### src/rtl/pid_pkg.sv
// Shared types, widths and helpers for the time-multiplexed PID engine.
package pid_pkg;

  localparam int unsigned DATA_W = 16;
  localparam int unsigned PROD_W = 33;
  localparam int unsigned ACC_W  = 35;

  typedef enum logic [2:0] {
    IDLE,
    ERR,
    MAC_P,
    MAC_I,
    MAC_D,
    OUT
  } pid_state_e;

  localparam logic [1:0] CFG_KP = 2'd0;
  localparam logic [1:0] CFG_KI = 2'd1;
  localparam logic [1:0] CFG_KD = 2'd2;

  localparam logic signed [ACC_W-1:0] SAT_MAX = 35'sd32767;
  localparam logic signed [ACC_W-1:0] SAT_MIN = -35'sd32768;

  function automatic logic signed [DATA_W-1:0] sat16(input logic signed [ACC_W-1:0] v);
    if (v > SAT_MAX) begin
      return 16'sh7FFF;
    end else if (v < SAT_MIN) begin
      return 16'sh8000;
    end else begin
      return v[DATA_W-1:0];
    end
  endfunction

endpackage

### src/rtl/pid_shared_mac.sv
// Single shared signed multiplier feeding a registered accumulator.
module pid_shared_mac
  import pid_pkg::*;
(
  input  logic                     clk,
  input  logic                     rst,
  input  logic                     en,
  input  logic                     clr,
  input  logic [DATA_W-1:0]        gain,
  input  logic signed [DATA_W-1:0] term,
  output logic signed [ACC_W-1:0]  acc
);

  logic signed [PROD_W-1:0] prod;
  logic signed [ACC_W-1:0]  prod_ext;
  logic signed [ACC_W-1:0]  acc_d;
  logic signed [ACC_W-1:0]  acc_q;

  always_comb begin
    // Gain is unsigned, so it enters the multiplier zero-extended to 17 bits.
    prod     = $signed({1'b0, gain}) * term;
    prod_ext = {{(ACC_W-PROD_W){prod[PROD_W-1]}}, prod};
    acc_d    = acc_q;
    if (en) begin
      acc_d = clr ? prod_ext : acc_q + prod_ext;
    end
  end

  always_ff @(posedge clk) begin
    if (rst) begin
      acc_q <= '0;
    end else begin
      acc_q <= acc_d;
    end
  end

  assign acc = acc_q;

endmodule

### src/rtl/pid_mac_sequencer.sv
// PID controller: error/integral/derivative formation, then P, I, D terms
// scheduled over one shared multiplier, producing a saturated motor power word.
module pid_mac_sequencer
  import pid_pkg::*;
#(
  parameter logic [15:0] TARGET_ANGLE = 16'd180,
  parameter logic [15:0] KP_RST       = 16'd77,
  parameter logic [15:0] KI_RST       = 16'd1,
  parameter logic [15:0] KD_RST       = 16'd10,
  parameter logic [15:0] INTEG_LIM    = 16'd1023
) (
  input  logic                     clk,
  input  logic                     rst,
  input  logic                     sample_valid,
  input  logic [DATA_W-1:0]        angle,
  input  logic                     cfg_we,
  input  logic [1:0]               cfg_sel,
  input  logic [DATA_W-1:0]        cfg_data,
  input  logic                     clear_integ,
  output logic signed [DATA_W-1:0] motor_power,
  output logic                     power_valid,
  output logic                     busy,
  output logic [7:0]               overrun_cnt
);

  localparam logic signed [16:0] LIM_POS = {1'b0, INTEG_LIM};
  localparam logic signed [16:0] LIM_NEG = -LIM_POS;

  pid_state_e               state_q, state_d;
  logic [DATA_W-1:0]        angle_q, angle_d;
  logic [DATA_W-1:0]        prev_angle_q, prev_angle_d;
  logic signed [DATA_W-1:0] err_q, err_d;
  logic signed [DATA_W-1:0] dlt_q, dlt_d;
  logic signed [DATA_W-1:0] integ_q, integ_d;
  logic [DATA_W-1:0]        kp_q, kp_d, ki_q, ki_d, kd_q, kd_d;
  logic [DATA_W-1:0]        kp_sh_q, kp_sh_d, ki_sh_q, ki_sh_d, kd_sh_q, kd_sh_d;
  logic                     pend_valid_q, pend_valid_d;
  logic [DATA_W-1:0]        pend_angle_q, pend_angle_d;
  logic                     clr_pend_q, clr_pend_d;
  logic [7:0]               overrun_q, overrun_d;
  logic signed [DATA_W-1:0] motor_power_q, motor_power_d;
  logic                     power_valid_q, power_valid_d;
  logic                     busy_q, busy_d;

  logic signed [DATA_W-1:0] err_c;
  logic signed [16:0]       integ_sum;
  logic                     mac_en, mac_clr;
  logic [DATA_W-1:0]        mac_gain;
  logic signed [DATA_W-1:0] mac_term;
  logic signed [ACC_W-1:0]  mac_acc;

  pid_shared_mac u_mac (
    .clk  (clk),
    .rst  (rst),
    .en   (mac_en),
    .clr  (mac_clr),
    .gain (mac_gain),
    .term (mac_term),
    .acc  (mac_acc)
  );

  always_comb begin
    mac_en   = 1'b0;
    mac_clr  = 1'b0;
    mac_gain = '0;
    mac_term = '0;
    case (state_q)
      MAC_P: begin
        mac_en   = 1'b1;
        mac_clr  = 1'b1;
        mac_gain = kp_q;
        mac_term = err_q;
      end
      MAC_I: begin
        mac_en   = 1'b1;
        mac_gain = ki_q;
        mac_term = integ_q;
      end
      MAC_D: begin
        mac_en   = 1'b1;
        mac_gain = kd_q;
        mac_term = dlt_q;
      end
      default: ;
    endcase
  end

  always_comb begin
    state_d       = state_q;
    angle_d       = angle_q;
    prev_angle_d  = prev_angle_q;
    err_d         = err_q;
    dlt_d         = dlt_q;
    integ_d       = integ_q;
    kp_d          = kp_q;
    ki_d          = ki_q;
    kd_d          = kd_q;
    kp_sh_d       = kp_sh_q;
    ki_sh_d       = ki_sh_q;
    kd_sh_d       = kd_sh_q;
    pend_valid_d  = pend_valid_q;
    pend_angle_d  = pend_angle_q;
    clr_pend_d    = clr_pend_q;
    overrun_d     = overrun_q;
    motor_power_d = motor_power_q;
    power_valid_d = 1'b0;

    err_c     = angle_q - TARGET_ANGLE;
    integ_sum = {integ_q[DATA_W-1], integ_q} + {err_c[DATA_W-1], err_c};

    if (cfg_we) begin
      case (cfg_sel)
        CFG_KP:  kp_sh_d = cfg_data;
        CFG_KI:  ki_sh_d = cfg_data;
        CFG_KD:  kd_sh_d = cfg_data;
        default: ;
      endcase
    end

    if (sample_valid && state_q != IDLE) begin
      pend_angle_d = angle;
      pend_valid_d = 1'b1;
      if (pend_valid_q && overrun_q != 8'hFF) begin
        overrun_d = overrun_q + 8'd1;
      end
    end

    // A clear seen mid-computation is deferred to OUT so the in-flight result keeps its integral.
    if (clear_integ && state_q != IDLE) begin
      clr_pend_d = 1'b1;
    end

    case (state_q)
      IDLE: begin
        if (clear_integ) begin
          integ_d = '0;
        end
        if (sample_valid || pend_valid_q) begin
          angle_d = sample_valid ? angle : pend_angle_q;
          if (!sample_valid) begin
            pend_valid_d = 1'b0;
          end
          kp_d    = kp_sh_q;
          ki_d    = ki_sh_q;
          kd_d    = kd_sh_q;
          state_d = ERR;
        end
      end
      ERR: begin
        err_d        = err_c;
        dlt_d        = angle_q - prev_angle_q;
        prev_angle_d = angle_q;
        if (integ_sum > LIM_POS) begin
          integ_d = LIM_POS[DATA_W-1:0];
        end else if (integ_sum < LIM_NEG) begin
          integ_d = LIM_NEG[DATA_W-1:0];
        end else begin
          integ_d = integ_sum[DATA_W-1:0];
        end
        state_d = MAC_P;
      end
      MAC_P: state_d = MAC_I;
      MAC_I: state_d = MAC_D;
      MAC_D: state_d = OUT;
      OUT: begin
        motor_power_d = sat16(mac_acc);
        power_valid_d = 1'b1;
        if (clr_pend_q || clear_integ) begin
          integ_d = '0;
        end
        clr_pend_d = 1'b0;
        state_d    = IDLE;
      end
      default: state_d = IDLE;
    endcase

    busy_d = (state_d != IDLE);
  end

  always_ff @(posedge clk) begin
    if (rst) begin
      state_q       <= IDLE;
      angle_q       <= '0;
      prev_angle_q  <= TARGET_ANGLE;
      err_q         <= '0;
      dlt_q         <= '0;
      integ_q       <= '0;
      kp_q          <= KP_RST;
      ki_q          <= KI_RST;
      kd_q          <= KD_RST;
      kp_sh_q       <= KP_RST;
      ki_sh_q       <= KI_RST;
      kd_sh_q       <= KD_RST;
      pend_valid_q  <= 1'b0;
      pend_angle_q  <= '0;
      clr_pend_q    <= 1'b0;
      overrun_q     <= '0;
      motor_power_q <= '0;
      power_valid_q <= 1'b0;
      busy_q        <= 1'b0;
    end else begin
      state_q       <= state_d;
      angle_q       <= angle_d;
      prev_angle_q  <= prev_angle_d;
      err_q         <= err_d;
      dlt_q         <= dlt_d;
      integ_q       <= integ_d;
      kp_q          <= kp_d;
      ki_q          <= ki_d;
      kd_q          <= kd_d;
      kp_sh_q       <= kp_sh_d;
      ki_sh_q       <= ki_sh_d;
      kd_sh_q       <= kd_sh_d;
      pend_valid_q  <= pend_valid_d;
      pend_angle_q  <= pend_angle_d;
      clr_pend_q    <= clr_pend_d;
      overrun_q     <= overrun_d;
      motor_power_q <= motor_power_d;
      power_valid_q <= power_valid_d;
      busy_q        <= busy_d;
    end
  end

  assign motor_power = motor_power_q;
  assign power_valid = power_valid_q;
  assign busy        = busy_q;
  assign overrun_cnt = overrun_q;

endmodule

### config.mk
export PLATFORM = sky130hd
export DESIGN_NAME = pid_mac_sequencer
export DESIGN_NICKNAME = d
export VERILOG_FILES = /design/src/rtl/pid_pkg.sv /design/src/rtl/pid_shared_mac.sv /design/src/rtl/pid_mac_sequencer.sv
export SDC_FILE = /design/constraint.sdc
export NUM_CORES = 1
export LEC_CHECK = 0
export CORE_MARGIN = 1.5
export CORE_UTILIZATION = 55
export DETAILED_ROUTE_END_ITERATION = 10
export HOLD_SLACK_MARGIN = 0.03
export PLACE_DENSITY = 0.83
export REMOVE_ABC_BUFFERS = 1
export SKIP_LAST_GASP = 1
export SLEW_MARGIN = 20
export SYNTH_ARGS = -nofsm -noshare
export SYNTH_HDL_FRONTEND = slang
export SYNTH_SLANG_ARGS = --single-unit
### constraint.sdc
create_clock -name clk -period 21.7 [get_ports clk]
set_input_delay 3.255 -clock clk [delete_from_list [all_inputs] [get_ports clk]]
set_output_delay 3.255 -clock clk [all_outputs]
set_load 0.05 [all_outputs]
[Word level (Yosys, flattened, before mapping)]
Cells that the tools add are included.
Operators by class
  add/sub/neg operators: 5
  multipliers: 1
  magnitude comparators: 4
  eq/ne operators: 10
  mux-type cells: 20
  reduce and logical (&&, ||, !) cells: 18
Operator list (number)
  $pmux W16 S3: 3
  $mux W16: 7
  $add A35 B33 Y35: 1
  $gt A35 B16 Y1 const B: 1
  $lt A35 B16 Y1 const B: 1
  $mux W35: 1
  $mul A17 B16 Y33: 1
  $add A16 B16 Y17: 1
  $gt A17 B11 Y1 const B: 1
  $lt A17 B11 Y1 const B: 1
  $sub A16 B16 Y16: 1
  $sub A16 B8 Y16 const B: 1
  $pmux W3 S5: 1
  $reduce_and A2 Y1: 5
  $reduce_bool A3 Y1: 3
  $add A8 B1 Y8 const B: 1
  $ne A8 B8 Y1 const B: 1
  $mux W1: 7
  $eq A3 B2 Y1 const B: 2
  $eq A3 B3 Y1 const B: 2
  $ne A2 B2 Y1 const B: 2
  $eq A3 B1 Y1 const B: 1
  $logic_and A1 B1 Y1: 3
  $logic_not A3 Y1: 1
  8 further kinds: 9
Word-level totals
  register bits: 258
  bits of input ports: 39
  output and inout port bits: 26

[Logic depth before layout (Yosys ltp)]
Gate-level depths: netlist of run 1.
  depth in word-level cells: 6
  gate-level depth with buffers: 40
  depth with buffers taken out: 36

[By module]
Synthesis of run 1 repeated with hierarchy kept, for this count alone.
Second synthesis, totals
  cell total of the unflattened synthesis: 2785
  area, all modules: 22457.8 µm²
Modules (own cells, without submodules)
  pid_shared_mac: instances 1, cells an instance 1444, area an instance 12071.6 µm², sequential area each 700.7 µm²
  pid_mac_sequencer: instances 1, cells an instance 1341, area an instance 10386.2 µm², sequential area each 4424.2 µm²

[Least setup slack after synthesis of run 1]
Ideal clock, no wire load.
  path type: reg2reg
  start: reg state_q[0]
  end: reg u_mac.acc_q[32] (netlist: u_mac.acc[32])
  library setup time: 112 ps
  data arrival time: 8953 ps
  setup slack: 12635 ps
  cell stages (with the launch flop): 39
  path buffers: 4
  cell sequence: dfxtp_1 > clkbuf_1 > buf_1 > buf_2 > mux2i_1 > nor2_1 > a21oi_1 > clkbuf_1 > nor2_1 > fa_1 > inv_1 > fa_1 > fa_1 > inv_1 > fa_1 > fa_1 > inv_1 > fa_1 > (+3 left out) > a21o_1 > a31oi_1 > o21ai_1 > o31ai_1 > a311oi_2 > nor3_1 > o21bai_1 > xor2_1 > ha_1 > a21oi_1 > nor2b_1 > o21ai_0 > nand2b_1 > o21ai_0 > a31oi_1 > a31oi_1 > xor2_1 > a2111oi_1
On the way
  longest elaborated chain between the ends: 5
Ends and longest elaborated chain
  start, declared: line pid_mac_sequencer.sv:29  | pid_state_e state_q, state_d;
  start signal, assigned: line pid_mac_sequencer.sv:202  | state_q <= state_d;
  $eq A3 B3 Y1 / $eq A3 B2 Y1 (equally long branches): line pid_mac_sequencer.sv:67  | case (state_q)
  $pmux W16 S3: line pid_mac_sequencer.sv:67
  $mul A17 B16 Y33: line pid_shared_mac.sv:21  | prod = $signed({1'b0, gain}) * term;
  $add A35 B33 Y35: line pid_shared_mac.sv:25  | acc_d = clr ? prod_ext : acc_q + prod_ext;
  $mux W35: line pid_shared_mac.sv:25
  end signal, assigned: line pid_shared_mac.sv:31  | acc_q <= '0;
  end signal, assigned: line pid_shared_mac.sv:33  | acc_q <= acc_d;
  end, declared: line pid_shared_mac.sv:17  | logic signed [ACC_W-1:0] acc_q;
Parallel ways exist; a longest one is shown, timed or not.
A chain may end at the register's enable or synchronous reset.

[Worst setup path in the final report of run 1]
  start: reg state_q[1]
  end: reg u_mac.acc_q[32] (netlist: u_mac.acc[32])
The elaborated chain is that of the path after synthesis.

==> impl_metrics.yaml, run 1 <==
clocking:
  cts_buffers: 27
  ctsRootBufferMaster: "clkbuf_16"
  htree_levels: 1
  cts.clk_slew.worst_paths_ns: 0.07
  cts_resized: 0
  cts_tree: "built"
  postCtsHoldBufs: 0
  postCtsSetupRepairBufs: 0
  clockBufferDepth: 3
  cts.sinks: 256
  clock_latency_ns: 0.58
critical_path:
  worstPathBufferInverterCount: 4
  critPathKind: "flop to flop"
  rrSetupSlack_ns: 11.69
  cpMostUsedCell: "fa_1"
  slowest_delay_ns: 0.72
  crit_cells: 33
  critical-path-slowest-cell: "o21ai_0"
  r2r_start: "state_q[1]$_SDFF_PP0_"
  crit_start: "state_q[1]$_SDFF_PP0_"
  startpoint_type: "flop"
  critPathRequiredTime_ns: 22.16
  cpLargestDelayFamily: "adder cells"
  worstPathArrival_ns: 10.48
  r2r-end: "u_mac.acc[32]$_SDFFE_PP0P_"
  critPathCaptureType: "flop"
  path_max_fanout: 34
  reg2reg_depth: 33
die:
  io_pins: 65
  core_um2: 39600
  start_util_pct: 55.6
  fp.dieW_um: 203
  dieArea_um2: 41300
  die_y_um: 203
  rows: 73
global_route:
  grt_pass1_vias: 19400
  grt_overflow: 0
  grt_pass1_wl_um: 95400
  grt.total_usage_pct: 28.2
  grt_max_degree: 98
  antenna_found_initial: 0
placement:
  portBuffers: 64
  dp_cells: 3243
  gp_congestion: 0.970
  dpl.hpwl_um: 44700
  postPlaceCellArea_um2: 23100
hold_path:
  hold_start: "motor_power[10]$_SDFFE_PP0P_"
  holdPathEnd: "motor_power[10]$_SDFFE_PP0P_"
  holdPathStages: 2
  hp-class: "flop to flop"
power_and_ir_drop:
  p_per_area_nw_per_um2: 102
  cellLeakagePower_nw: 10.8
  total_power_w: 0.00246
  ir_worst_vdd_mv: 0.0708
yosys:
  yosysTopAreaCell: "dfxtp_1"
  synth-adder-area-share_pct: 28.6
  synth_xor_area_share_pct: 3.68
  postSynthCellCount: 2754
  synth_top_family_by_area: "adder cells"
  synth_top_cells_by_count: "523 x nand2_1, 286 x inv_1, 279 x nor2_1, 256 x dfxtp_1, 221 x a21oi_1"
  synth.most_common_cell: "nand2_1"
  synth_area_leaders: "dfxtp_1 23%, fa_1 18%, ha_1 11%"
  syn_area_um2: 22100
  ys_seq_area_share_pct: 23.2
  synthMuxAreaShare_pct: 2.46
  synth_compound_area_share_pct: 15.3
  synth-seq-cells: 256
  ys_warn_count: 0
  yosysTopAreaCellShare_pct: 23.2
  ys.flop_type: "dfxtp_1"
  synth_edf_count: 0
  synthDistinctLibCells: 84
  synth-simple-area-share_pct: 19.7
  async_reset_ff_share_pct: 0
  synth_area_per_cell_um2: 8.01
timing:
  max_freq_mhz: 99.9
  slew_viol_final: 0
  setup_violations: 0
  finalHoldViolCount: 0
  tightest_slew_ns: 1.11
  tns_ns: 0
  fin_crit_ns: 10.01
  rsz0062_at_grt: "false"
  skew_ns: 0.0250
  relSlewSlack_pct: 26.3
  min_period_over_period_pct: 46.1
route:
  detail_route.iter0.violations: 1445
  num_vias: 19500
  wire_per_inst_um: 17.8
  totalWireLength_um: 58500
  first_pass_iters: 6
  ant_nets: 0
  via_per_inst: 5.92
  drc: 0
cells_and_area:
  drive_above_1_share_pct: 4.37
  postLayoutCellArea_um2: 24100
  final_net_count: 3171
  antennaDiodeCount: 0
  n_fill_cell: 3431
  area_delta_synth_final_pct: 9.21
  final_cell_count_no_fill: 3291
run:
  maxCapViolCount: 0
outcome:
  status: "completed"
## through the flow
step,utilization [%],hold WS (ns),setup WS [ns]
2_1_floorplan,-,0.426,11.87
3_3_place_gp,58.2,0.433,12.11
3_5_place_dp,58.2,0.444,11.78
4_1_cts,60.7,0.454,11.72
5_1_grt,60.8,0.471,10.94
6_report,60.8,0.452,11.69
## state kept, by name (all words and copies together), names as in the netlist, 3 cells and up
register,cells
angle_q,16
dlt_q,16
err_q,14
integ_q,16
kd_q,16
kd_sh_q,16
ki_q,16
ki_sh_q,16
kp_q,16
kp_sh_q,16
motor_power,16
overrun_cnt,8
pend_angle_q,16
prev_angle_q,16
state_q,3
u_mac.acc,35
## routing by layer
layer  vias to the layer above  share of wire (%)  track usage, %
li1                       9079                  -               -
met1                      9457                 41            35.6
met2                       764                 48            48.2
met3                       177                6.8            4.38
met4                         0                4.0            11.2
met5                         -                  0               0
## kinds of logic after synthesis
logic type               after synthesis
buffers and inverters                410
AND/OR/NAND/NOR                     1017
flip-flops                           256
AO/OA/AOI/OAI                        541
XOR/XNOR                              91
multiplexers                          54
adder cells (fa/ha/maj)              385
## cell usage in the layout, fill, tap and decap left out, types with 61 or more instances in the layout
cell,n
clkdlybuf4s50_1,63
inv_1,286
nor2_1,275
o21ai_0,81
nand2_1,523
fa_1,197
xnor2_1,61
ha_1,188
dfxtp_1,255
a21oi_1,220
## where the power goes
group | switching [W] | internal (W)
clock | 0.000202 | 0.000316
combinational | 0.000804 | 0.000444
sequential | 0.000114 | 0.000579
## worst max path at each step
stage	end	slack, ns
2_1_floorplan	u_mac.acc[32]$_SDFFE_PP0P_	11.87
3_3_place_gp	u_mac.acc[32]$_SDFFE_PP0P_	12.11
3_5_place_dp	u_mac.acc[34]$_SDFFE_PP0P_	11.78
4_1_cts	u_mac.acc[34]$_SDFFE_PP0P_	11.72
5_1_grt	u_mac.acc[32]$_SDFFE_PP0P_	10.94
6_report	u_mac.acc[32]$_SDFFE_PP0P_	11.69
## cell type report
| type | instances | area (um2) | area share [%] |
|---|---|---|---|
| multi-input combinational | 2088 | 15400 | 64.0 |
| sequential | 256 | 5130 | 21.3 |
| inverter | 288 | 1080 | 4.49 |
| timing repair buffer | 86 | 807 | 3.35 |
| clock buffer | 36 | 749 | 3.11 |
| tap | 525 | 657 | 2.73 |
| clock inverter | 12 | 240 | 0.998 |
## worst register-to-register path: cells and delay by family (launching register included)
kind	cells	cell delay (ns)
flip-flops	1	0.57
adder cells (fa/ha/maj)	8	3.79
buffers and inverters	4	0.54
XOR/XNOR	2	0.23
AND/OR/NAND/NOR	5	0.98
AO/OA/AOI/OAI	14	3.78
(Power assumes the default switching activity.)
==> run 2: changes to the inputs <==
- PLACE_DENSITY: 0.83 -> 0.86
- clock period: 21.7 -> 8.8 ns (I/O delays scaled with it)
==> impl_metrics.yaml, run 2 (same netlist as run 1, synthesis figures left out) <==
die:
  fp.dieW_um: 203
  start_util_pct: 55.6
  rows: 73
  die_y_um: 203
  core_um2: 39600
  io_pins: 65
  dieArea_um2: 41300
timing:
  max_freq_mhz: 117
  setup_violations: 0
  skew_ns: 0.0210
  relSlewSlack_pct: 25.4
  finalHoldViolCount: 0
  rsz0062_at_grt: "true"
  tightest_slew_ns: 1.11
  min_period_over_period_pct: 97.2
  slew_viol_final: 0
  setup_ws_ns: 0.250
  fin_crit_ns: 8.55
placement:
  dpl.hpwl_um: 45200
  place_ws_ns: -0.282
  gp_congestion: 0.987
  portBuffers: 64
  dp_cells: 3319
  postPlaceCellArea_um2: 23700
power_and_ir_drop:
  cellLeakagePower_nw: 11.5
  p_per_area_nw_per_um2: 250
  p_comb_share_pct: 54.0
  switchingPower_w: 0.00292
  p_int_w: 0.00350
  p_seq_share_pct: 26.5
  clockPowerShare_pct: 19.5
  total_power_w: 0.00642
  ir_worst_vdd_mv: 0.189
  switching_share_pct: 45.5
global_route:
  grt_pass1_wl_um: 96700
  grt.total_usage_pct: 28.7
  grt_pass1_vias: 19900
  grt_overflow: 0
  antenna_found_initial: 0
  grt_max_degree: 92
clocking:
  postCtsHoldBufs: 0
  cts.sinks: 256
  cts.clk_slew.worst_paths_ns: 0.07
  htree_levels: 1
  cts_tree: "built"
  clock_latency_ns: 0.58
  ctsRootBufferMaster: "clkbuf_16"
  clockBufferDepth: 3
  cts_buffers: 28
route:
  wire_per_inst_um: 18.0
  ant_nets: 0
  top_layer: "met4"
  met1_length_um: 23900
  route.met2.wl_um: 29900
  detail_route.iter0.violations: 1541
  drc: 0
  num_vias: 20100
  route.met3.wl_um: 5310
  first_pass_iters: 6
  totalWireLength_um: 61300
  via_per_inst: 5.91
run:
  maxCapViolCount: 0
critical_path:
  r2r_start: "state_q[0]$_SDFF_PP0_"
  cpLargestDelayFamily: "adder cells"
  worstPathBufferInverterCount: 8
  critical-path-slowest-cell: "fa_1"
  slowest_delay_ns: 0.55
  crit_start: "state_q[0]$_SDFF_PP0_"
  critPathCaptureType: "flop"
  critPathRequiredTime_ns: 9.32
  startpoint_type: "flop"
  path_max_fanout: 10
  worstPathArrival_ns: 9.07
  critPathKind: "flop to flop"
  cpMostUsedCell: "fa_1"
cells_and_area:
  mostFrequentLayoutCell: "nand2_1"
  final_cell_count_no_fill: 3407
  area_delta_synth_final_pct: 16.4
  final_net_count: 3286
  utilization_pct: 64.7
  antennaDiodeCount: 0
  largest_reg_flops: 35
  layout_common_cells: "517 x nand2_1, 282 x inv_1, 266 x nor2_1"
  postLayoutCellArea_um2: 25700
  drive_above_1_share_pct: 11.7
outcome:
  status: "completed"
hold_path:
  hold_start: "pend_angle_q[14]$_SDFFE_PP0P_"
  hp-class: "flop to flop"
run 2: cell types whose count changed in the layout (fill, tap and decap cells not counted), moves of 8 or more:
cell,delta
o21ai_2,+11
o21a_1,-18
o21a_4,+9
o21ai_1,-8
o21ai_0,-10
nor2_2,+8
mux2i_1,-17
buf_4,+95
mux2i_2,+11
buf_6,+8
o21a_2,+9
nor2_1,-9
run 2: worst min-delay path, stage by stage (launching register included):
cell	delay, ns
dfxtp_1	0.31
nand2_1	0.05
a21oi_1	0.05
run 2: final cells by class:
| class | count | area [um2] |
|---|---|---|
| Clock inverter | 15 | 219 |
| Sequential cell | 256 | 5130 |
| Inverter | 288 | 1080 |
| Clock buffer | 35 | 757 |
| Multi-Input combinational cell | 2088 | 16000 |
| Tap cell | 525 | 657 |
| Fill cell | 3178 | 14000 |
| Timing Repair Buffer | 200 | 1850 |
run 2: timing repair:
action	4_1_cts	5_1_grt
setup buffers	3	30
cloned	2	3
setup endpoints to repair	6	12
pin swaps	1	35
resized for setup	22	131
run 2: path summary, 6_finish.rpt:
kind / endpoint / slack, ns / cells past startpoint
worst min register to register: pend_angle_q[14]$_SDFFE_PP0P_ / 0.45 / 2
worst max-delay path: u_mac.acc[34]$_SDFFE_PP0P_ / 0.25 / 37
worst min-delay path: pend_angle_q[14]$_SDFFE_PP0P_ / 0.45 / 2
worst max register to register: u_mac.acc[34]$_SDFFE_PP0P_ / 0.25 / 37
run 2: metrics by stage:
stage                     hold slack, ns  setup TNS (ns)
after CTS                          0.454        -0.00254
final                              0.453               0
after global routing               0.469           -1.05
after floorplan                    0.426          -10.33
after detailed placement           0.446          -0.638
after global placement             0.439               0
run 2: per-layer routing:
metal,GRT usage (%),up-vias
li1,-,9315
met5,0,-
met4,11.5,0
met2,49.0,905
met1,35.6,9748
met3,5.74,176
run 2: power by group through the flow:
stage,clock [W],combinational (W),sequential (W)
final,0.00125,0.00347,0.00170
after global placement,0,0.00300,0.00169
after CTS,0.00126,0.00320,0.00168
after detailed placement,0,0.00310,0.00170
after global routing,0.00131,0.00377,0.00173
after floorplan,0,0.00220,0.00167
